--- config.mk ---
export PLATFORM = sky130hd
export DESIGN_NAME = life_seed_loader
export DESIGN_NICKNAME = d
export VERILOG_FILES = /design/src/rtl/life_seed_loader.sv
export SDC_FILE = /design/constraint.sdc
export NUM_CORES = 1
export LEC_CHECK = 0
export CORE_MARGIN = 2
export CORE_UTILIZATION = 50
export DETAILED_ROUTE_END_ITERATION = 6
export PLACE_DENSITY = 0.84
export SLEW_MARGIN = 20
export SYNTH_ARGS = -nofsm -noshare
export SYNTH_HDL_FRONTEND = slang
export SYNTH_SLANG_ARGS = --single-unit
--- constraint.sdc ---
create_clock -name clk -period 3.5 [get_ports clk]
set_input_delay 0.875 -clock clk [delete_from_list [all_inputs] [get_ports clk]]
set_output_delay 0.875 -clock clk [all_outputs]
set_load 0.02 [all_outputs]
--- src/rtl/life_seed_loader.sv ---
// -----------------------------------------------------------------------------
// life_seed_loader
//
// Streams a NUM_COLS-nibble seed pattern into a Game-of-Life column scan chain.
// Once the seed is loaded, it paces generation-advance pulses at one every
// GEN_PERIOD clocks while `run` is high.
//
// Optional feature: define LIFE_LOADER_STEP_EN to let a `step` pulse issued
// while paused (HOLD, seed loaded) advance exactly one generation. When the
// macro is undefined, `step` is accepted on the port and ignored.
//
// Parameters
//   NUM_COLS    number of 4-cell columns in the chain (1..255)
//   GEN_PERIOD  clocks per generation while running (2..2^26-1)
//
// Ports
//   clk         system clock, rising edge
//   reset       synchronous, active-high reset
//   seed_valid  upstream nibble available
//   seed_data   column pattern, bit 0 = top cell (row 0)
//   seed_ready  loader accepts a nibble this cycle (LOAD state only)
//   start       pulse: begin or restart a seed load from any state
//   run         level: evolve generations while high
//   step        pulse: single generation while paused (LIFE_LOADER_STEP_EN)
//   scan        one-cycle pulse per accepted nibble, one cycle after the transfer
//   scan_val    nibble shifted into the chain; holds its last value otherwise
//   enable      one-cycle generation-advance pulse to all columns
//   loaded      full seed loaded and not restarted since
//   gen_count   generations advanced since the last load (wraps at 16 bits)
// -----------------------------------------------------------------------------
module life_seed_loader #(
    parameter int unsigned NUM_COLS   = 8,
    parameter int unsigned GEN_PERIOD = 50000000
) (
    input  logic        clk,
    input  logic        reset,
    input  logic        seed_valid,
    input  logic [3:0]  seed_data,
    output logic        seed_ready,
    input  logic        start,
    input  logic        run,
    input  logic        step,
    output logic        scan,
    output logic [3:0]  scan_val,
    output logic        enable,
    output logic        loaded,
    output logic [15:0] gen_count
);

    typedef enum logic [1:0] {
        IDLE = 2'd0,
        LOAD = 2'd1,
        HOLD = 2'd2,
        RUN  = 2'd3
    } state_t;

    localparam logic [7:0]  LAST_COL  = 8'(NUM_COLS - 1);
    localparam logic [25:0] TICK_LAST = 26'(GEN_PERIOD - 1);

    state_t      state;
    state_t      state_next;
    logic [7:0]  col_cnt;
    logic [25:0] tick;
    logic        xfer;
    logic        last_xfer;
    logic        gen_due;
    logic        step_fire;

    // -------------------------------------------------------------------------
    // State register
    // -------------------------------------------------------------------------
    // NOTE: sequential state is always written with non-blocking (<=)
    // assignments so every flop samples pre-edge values, whatever order the
    // simulator evaluates the blocks in.
    always_ff @(posedge clk) begin
        if (reset) begin
            state <= IDLE;
        end else begin
            state <= state_next;
        end
    end

    // -------------------------------------------------------------------------
    // Next-state logic; start overrides everything else
    // -------------------------------------------------------------------------
    // NOTE: each combinational output gets a default first, so no path through
    // the block leaves it unassigned and no latch is inferred.
    always_comb begin
        state_next = state;
        if (start) begin
            state_next = LOAD;
        end else begin
            case (state)
                IDLE:    state_next = IDLE;
                LOAD:    if (last_xfer) state_next = HOLD;
                HOLD:    if (run)       state_next = RUN;
                RUN:     if (!run)      state_next = HOLD;
                default: state_next = IDLE;
            endcase
        end
    end

    // -------------------------------------------------------------------------
    // Output / strobe decode
    // -------------------------------------------------------------------------
    always_comb begin
        seed_ready = (state == LOAD);
        // A handshake landing on a start pulse is discarded.
        xfer       = seed_valid && seed_ready && !start;
        last_xfer  = xfer && (col_cnt == LAST_COL);
        // Requiring run here drops a due pulse when run falls on that cycle.
        gen_due    = (state == RUN) && run && !start && (tick == TICK_LAST);
    end

`ifdef LIFE_LOADER_STEP_EN
    assign step_fire = (state == HOLD) && loaded && step && !start;
`else
    logic unused_step;
    assign unused_step = step;
    assign step_fire   = 1'b0;
`endif

    // -------------------------------------------------------------------------
    // Registered datapath: column counter, generation timer, output pulses
    // -------------------------------------------------------------------------
    always_ff @(posedge clk) begin
        if (reset) begin
            col_cnt   <= '0;
            tick      <= '0;
            scan      <= 1'b0;
            scan_val  <= '0;
            enable    <= 1'b0;
            loaded    <= 1'b0;
            gen_count <= '0;
        end else begin
            // scan comes only from LOAD, enable only from HOLD/RUN, so the two
            // pulses can never coincide.
            scan   <= xfer;
            enable <= gen_due || step_fire;
            if (xfer) begin
                scan_val <= seed_data;
            end

            if (start) begin
                col_cnt   <= '0;
                tick      <= '0;
                loaded    <= 1'b0;
                gen_count <= '0;
            end else begin
                if (xfer) begin
                    col_cnt <= last_xfer ? 8'd0 : col_cnt + 8'd1;
                end
                if (last_xfer) begin
                    loaded <= 1'b1;
                end
                if (gen_due || step_fire) begin
                    gen_count <= gen_count + 16'd1;
                end

                // The HOLD->RUN transition cycle counts as tick 0, so the first
                // RUN cycle already holds 1 and the first enable lands exactly
                // GEN_PERIOD cycles after the transition.
                case (state)
                    HOLD:    tick <= run ? 26'd1 : 26'd0;
                    RUN:     tick <= (!run || tick == TICK_LAST) ? 26'd0 : tick + 26'd1;
                    default: tick <= '0;
                endcase
            end
        end
    end

endmodule

==> metrics.md, run 1 <==
| Metric | Value |
|---|---|
| Reg2reg path depth | `4` |
| CP Data Required Time | `approximately 3800 ps` |
| Post-route ant nets | `0` |
| RR Endpoint | `gen_count[12]` |
| DRC viols | `0` |
| Initial Util | `52.76%` |
| Worst skew pair latency | `~340 ps` |
| DRT Pass-1 Iters | `4` |
| CTS sink cnt | `59` |
| Final hold violations | `0` |
| Register bit total from synthesis | `59` |
| Hold/Removal Path Class | `flop to flop` |
| Distinct cells, synth | `35` |
| Post-synth ARST share | `0%` |
| WHS Endpoint | `scan_val[2]` |
| Fmax achieved | `roughly 360 MHz` |
| Slew Limit Fails | `0` |
| Most common cell after layout, fill and taps aside | `dfxtp_1` |
| Dpl ws | `624.5 ps` |
| Die height | `77.88 µm` |
| Clock skew | `~13 ps` |
| Setup Fix Bufs, Post-CTS | `0` |
| Startpoint types | `flop` |
| Core Region | `0.005172 mm²` |
| Largest net degree at the start of global routing | `36` |
| Avg Cell Area, Syn | `8.422 µm²` |
| Register area share after synthesis | `between 40 and 50%` |
| Layout area overhead | `20.17%` |
| Period minus WS final | `about 2800 ps` |
| Vias in the first global route | `2,306` |
| Worst VDD drop | `about 0.00030 V` |
| Final WL | `5.773 mm` |
| Post-Syn Nets | `337` |
| Number of synthesized flops with an enable pin | `0` |
| DR iter-0 viols | `131` |
| DR vias | `between 2,000 and 2,500` |
| Predominant post-synthesis flop cell | `dfxtp_1` |
| Max FO, Critical Path | `35` |
| Post-Route Setup TNS | `0 ps` |
| First-pass GRT wire length | `about 10 mm` |
| Die span in x | `a little under 80 µm` |
| Pwr Density | `between 400 and 500 mW/mm²` |
| Row count | `26` |
| CTS tree | `yes` |
| Endpoint class of the critical path | `flop` |
| Htree depth | `3` |
| Root Buffer Master | `clkbuf_8` |
| Final setup viols | `0` |
| Mapped Cells | `~320` |
| Ys Warns | `0` |
| Worst Path Arrival | `3070 ps` |
| Commonest non-fill, non-tap cells in the layout | `59 x dfxtp_1, 34 x a21oi_1, 32 x clkdlybuf4s50_1, 29 x nor2_1, 25 x nand2_1` |
| Cell Area, Synth | `0.002729 mm²` |
| Hold Path Cell Cnt | `2` |
| Layout cells sized above 1 | `5.307%` |
| Initial antenna violation count | `0` |
| Number of inserted diodes | `0` |
| CTS buffer count | `9` |
| Total Die Area | `0.006065 mm²` |
| Routed WL per cell | `around 13 µm` |
| Relative slew slack | `34.34%` |
| CTS max path bufs | `2` |
| Area leader, netlist | `dfxtp_1` |
| Placed wire-length estimate | `3.810 mm` |
| Hold Buf Count CTS | `0` |
| Post-CTS sizing | `0` |
| Io pins | `34` |
| GR Util All Layers | `20.65%` |
| Fin worst setup slack | `702.8 ps` |
| Max-Cap Viols | `0` |
| Type of the worst setup path | `flop to flop` |
| Worst slew pin tran | `984.9 ps` |
| Via density | `5.839` |
| Grt ovf | `0` |
| R2R Setup Slk | `700 ps` |
| RSZ-0062 raised after global routing | `no` |
| Outcome | `finished, final reports clean` |
| Ranking of synthesized cells by area | `dfxtp_1 43%, a21oi_1 6.2%, or4_1 5.8%` |
| Nets | `366` |
| Port bufs | `32` |
| GP Congestion | `0.8146` |
| Share of the synthesized area in the top cell type | `about 43%` |
| Pleak | `just under 1 nW` |
| Hold Crit Start | `scan_val[2]` |
| Reg-to-Reg Start | `tick[10]` |
| Clock transition at path regs | `60 ps` |
| Period utilisation layout | `between 70% and 80%` |
==> cells in the mapped netlist, drive strengths merged, types with 8 or more instances <==
master / n
dfxtp: 59
a21oi: 34
nor2: 29
nand2: 25
or4: 21
nand3: 17
nand4: 16
o31ai: 16
clkbuf: 12
o21ai: 12
or3: 12
xnor2: 10
and3: 9
xor2: 8
==> cells by family after synthesis <==
| group | share of synthesized area [%] |
|---|---|
| xor gates and xnor gates | 5.777 |
| buffers and inverters | 3.714 |
| AOI/OAI and AO/OA | 14.12 |
| DFF | 43.28 |
| and+or+nand+nor | 31.73 |
| adders and majority gates | 1.376 |
==> flip-flops by register name, indices dropped and copies added, names as in the netlist <==
name,cells
tick,26
gen_count,16
col_cnt,8
scan_val,4
state,2
enable,1
loaded,1
scan,1
==> critical path: stages (launching register included) <==
cell and delay, ps:
dfxtp_1 360, or4b_1 540, or4_1 990, or4_1 660
a21oi_1 170
==> power breakdown <==
part           leakage (nW)  internal [W]  switching (W)
logic                 0.412     0.0000169      0.0000176
registers             0.476      0.000674     0.00000191
clock network        0.0947      0.000348       0.000253
==> area by class of cell <==
class                   count  area (µm²)
clock buffers              14       152.6
clock inverters             2       35.03
fillers                   432        1893
inverters                   5       18.77
multi-input cells         241        1446
flip-flops and latches     59        1181
well taps                  70       87.58
repair buffers             37       357.8
==> per-layer routing <==
layer | global-route usage (%) | up-vias | wire, µm | share of wire, %
met4 | 11.07 | 0 | 146 | 2.5
met2 | 32.67 | 48 | 2707 | 47
met3 | 5.116 | 14 | 205 | 3.6
met5 | 0 | - | 0 | 0
li1 | - | 1266 | - | -
met1 | 25.78 | 1171 | 2713 | 47
==> worst max-delay path by stage <==
| stage | start | endpoint | slack (ps) | cells past startpoint |
|---|---|---|---|---|
| 2_1_floorplan | tick[11] | gen_count[10] | 1210 | 6 |
| 3_5_place_dp | start | state[0] | 620 | 6 |
| 5_1_grt | tick[10] | gen_count[12] | 580 | 4 |
| 6_report | tick[10] | gen_count[12] | 700 | 4 |
| 4_1_cts | tick[10] | gen_count[12] | 690 | 4 |
| 3_3_place_gp | start | state[0] | 690 | 6 |
==> per-stage QoR <==
stage          cell area, µm²  utilization, %  hold WS [ps]  power (W)  cells
6_report                 3279           63.40         450.7   0.001312    428
5_1_grt                  3279           63.40         473.9   0.001348    428
4_1_cts                  3279           63.40         453.8   0.001322    428
3_5_place_dp             3092           59.77         447.2  0.0007251    412
3_3_place_gp             3092           59.77         441.7  0.0007246    412
2_1_floorplan            2729               -         449.2  0.0007057    324
(Power assumes the default switching activity.)
==> inputs of run 2 (changes only) <==
Clock period 3.5 ns to 2.7 ns, I/O delays scaled along.
==> run 2 against run 1 <==
Effect of this change: power rose by 36%; largest cell class unchanged; die area did not move; worst setup slack got worse by 450 ps; flip-flop and latch count did not move; routed wire length rose by 1.4%; utilization rose by 1.1 points; worst hold slack improved by 2.3 ps; largest power group unchanged; via count fell by 0.48%; clock skew rose by 1.6 ps.
==> metrics.md, run 2 (synthesis results as in run 1) <==
| Metric | Value |
|---|---|
| Sw Share | `20.66% (was 20.80%)` |
| Port bufs | `32 (unchanged)` |
| CP Data Required Time | `2960 ps (was 3770 ps)` |
| Total Die Area | `0.006065 mm² (unchanged)` |
| Hold Path Cell Cnt | `2 (unchanged)` |
| Via density | `5.770 (was 5.839)` |
| RSZ-0062 raised after global routing | `no (unchanged)` |
| Hold Crit Start | `scan_val[1] (was scan_val[2])` |
| RR Endpoint | `gen_count[3] (was gen_count[12])` |
| Slew Limit Fails | `0 (unchanged)` |
| Largest Register | `tick (unchanged)` |
| Clock power frac | `48.2% (was 45.9%)` |
| Fill cells | `427 (was 432)` |
| Initial antenna violation count | `0 (unchanged)` |
| CTS sink cnt | `59 (unchanged)` |
| Setup Fix Bufs, Post-CTS | `0 (unchanged)` |
| DRC viols | `0 (unchanged)` |
| Largest net degree at the start of global routing | `36 (unchanged)` |
| Nets | `369 (was 366)` |
| Fmax achieved | `409.3 MHz (was 357.5 MHz)` |
| Die span in x | `77.88 µm (unchanged)` |
| Core Region | `0.005172 mm² (unchanged)` |
| Io pins | `34 (unchanged)` |
| Final hold violations | `0 (unchanged)` |
| Root Buffer Master | `clkbuf_8 (unchanged)` |
| Routed WL per cell | `13.58 µm (was 13.49 µm)` |
| Hold/Removal Path Class | `flop to flop (unchanged)` |
| Relative slew slack | `72.85% (was 34.34%)` |
| CTS max path bufs | `2 (unchanged)` |
| Number of inserted diodes | `0 (unchanged)` |
| Outcome | `finished, final reports clean (unchanged)` |
| Initial Util | `52.76% (unchanged)` |
| Row count | `26 (unchanged)` |
| Pleak | `1.011 nW (was 0.9817 nW)` |
| First-pass GRT wire length | `10.05 mm (was 10.14 mm)` |
| Sequential power share | `49.2% (was 51.5%)` |
| Period minus WS final | `2443 ps (was 2797 ps)` |
| Flip-flop and latch area | `0.001181 mm² (unchanged)` |
| Max FFs per register | `26 (unchanged)` |
| Worst Path Arrival | `2700 ps (was 3070 ps)` |
| Worst slew pin tran | `403.5 ps (was 984.9 ps)` |
| Post-route ant nets | `0 (unchanged)` |
| Clock skew | `14.18 ps (was 12.60 ps)` |
| GP Congestion | `0.8241 (was 0.8146)` |
| Endpoint class of the critical path | `flop (unchanged)` |
| Internal | `0.001413 W (was 0.001039 W)` |
| Layout cells sized above 1 | `6.648% (was 5.307%)` |
| Post-Route Setup TNS | `0 ps (unchanged)` |
| R2R Setup Slk | `260 ps (was 700 ps)` |
| Reg2reg path depth | `5 (was 4)` |
| Hold_ws | `453.1 ps (was 450.7 ps)` |
| GR Util All Layers | `20.53% (was 20.65%)` |
| WHS Endpoint | `scan_val[1] (was scan_val[2])` |
| Pwr Density | `534.0 mW/mm² (was 400.1 mW/mm²)` |
| Final setup viols | `0 (unchanged)` |
| Die height | `77.88 µm (unchanged)` |
| CTS tree | `yes (unchanged)` |
| Htree depth | `3 (unchanged)` |
| DR iter-0 viols | `141 (was 131)` |
| Reg-to-Reg Start | `tick[11] (was tick[10])` |
| Clock transition at path regs | `70 ps (was 60 ps)` |
| Commonest non-fill, non-tap cells in the layout | `59 x dfxtp_1, 34 x a21oi_1, 32 x clkdlybuf4s50_1, 29 x nor2_1, 25 x nand2_1 (unchanged)` |
| Placed wire-length estimate | `3.951 mm (was 3.810 mm)` |
| Largest regs | `tick (26), gen_count (16), col_cnt (8) (unchanged)` |
| DR vias | `2,487 (was 2,499)` |
| Startpoint types | `flop (unchanged)` |
| Period utilisation layout | `90.48% (was 79.92%)` |
| Grt ovf | `0 (unchanged)` |
| Max-Cap Viols | `0 (unchanged)` |
| Final WL | `5.853 mm (was 5.773 mm)` |
| Footprint of the multi-input gates | `0.001446 mm² (unchanged)` |
| DRT Pass-1 Iters | `4 (unchanged)` |
| Vias in the first global route | `2,347 (was 2,306)` |
| Post-CTS sizing | `0 (unchanged)` |
| Comb power frac | `2.6% (about the same)` |
| Sw power | `0.0003680 W (was 0.0002729 W)` |
| CTS buffer count | `9 (unchanged)` |
| Layout area overhead | `22.24% (was 20.17%)` |
| Worst skew pair latency | `340 ps (about the same)` |
| Most common cell after layout, fill and taps aside | `dfxtp_1 (unchanged)` |
| Hold Buf Count CTS | `0 (unchanged)` |
| Worst VDD drop | `0.0003731 V (was 0.0002993 V)` |
| Type of the worst setup path | `flop to flop (unchanged)` |
| Max FO, Critical Path | `35 (unchanged)` |
[run 2: power by group through the flow]
stage	logic [W]	clock network, W	registers (W)
after floorplan	0.0000173	0	0.000897
after global placement	0.0000450	0	0.000895
after detailed placement	0.0000462	0	0.000895
after CTS	0.0000463	0.000880	0.000876
after global routing	0.0000499	0.000906	0.000876
final	0.0000463	0.000859	0.000876
[run 2: worst max-delay path by stage]
stage                     startpoint             to  slack [ps]  depth (start not counted)
final                       tick[11]   gen_count[3]         260                          5
after global routing        tick[11]  gen_count[11]         120                          5
after CTS                   tick[11]   gen_count[3]         240                          5
after detailed placement       start   gen_count[3]         160                          6
after global placement         start   gen_count[4]         250                          6
after floorplan             tick[11]  gen_count[10]         410                          6
[run 2: critical path: stages, from the launching register on]
cell,delay (ps)
dfxtp_1,350
or4b_1,540
or4_1,540
buf_4,250
or4_1,520
a21oi_1,160
[run 2: stage by stage]
step | cells | cell area, µm² | setup WS [ps] | power (W) | util (%)
final | 431 | 3336 | 257.1 | 0.001781 | 64.49
after global routing | 431 | 3336 | 119.8 | 0.001832 | 64.49
after detailed placement | 415 | 3127 | 157.7 | 0.0009416 | 60.45
after CTS | 431 | 3336 | 236.0 | 0.001802 | 64.49
after global placement | 415 | 3127 | 245.3 | 0.0009403 | 60.45
after floorplan | 324 | 2729 | 414.5 | 0.0009147 | -
[run 2: area by class of cell]
class	instances	area share, %
sequential	59	35.41
tap	70	2.626
inverter	5	0.5626
clock buffer	11	3.938
clock inverter	5	2.326
multi-input combinational	241	43.36
timing repair buffer	40	11.78
[run 2: layer usage]
layer | up-vias | track usage, % | wire length, µm
li1 | 1264 | - | -
met1 | 1173 | 24.25 | 2747
met2 | 41 | 34.83 | 2851
met3 | 9 | 4.535 | 175
met4 | 0 | 10.36 | 80
met5 | - | 0 | 0
==> inputs of run 3 (changes only) <==
Settings changed: ABC_CLOCK_PERIOD_IN_PS set to 2700.
==> results of run 3 <==
No change in the layout: final DEF, timing and power equal those of run 2.
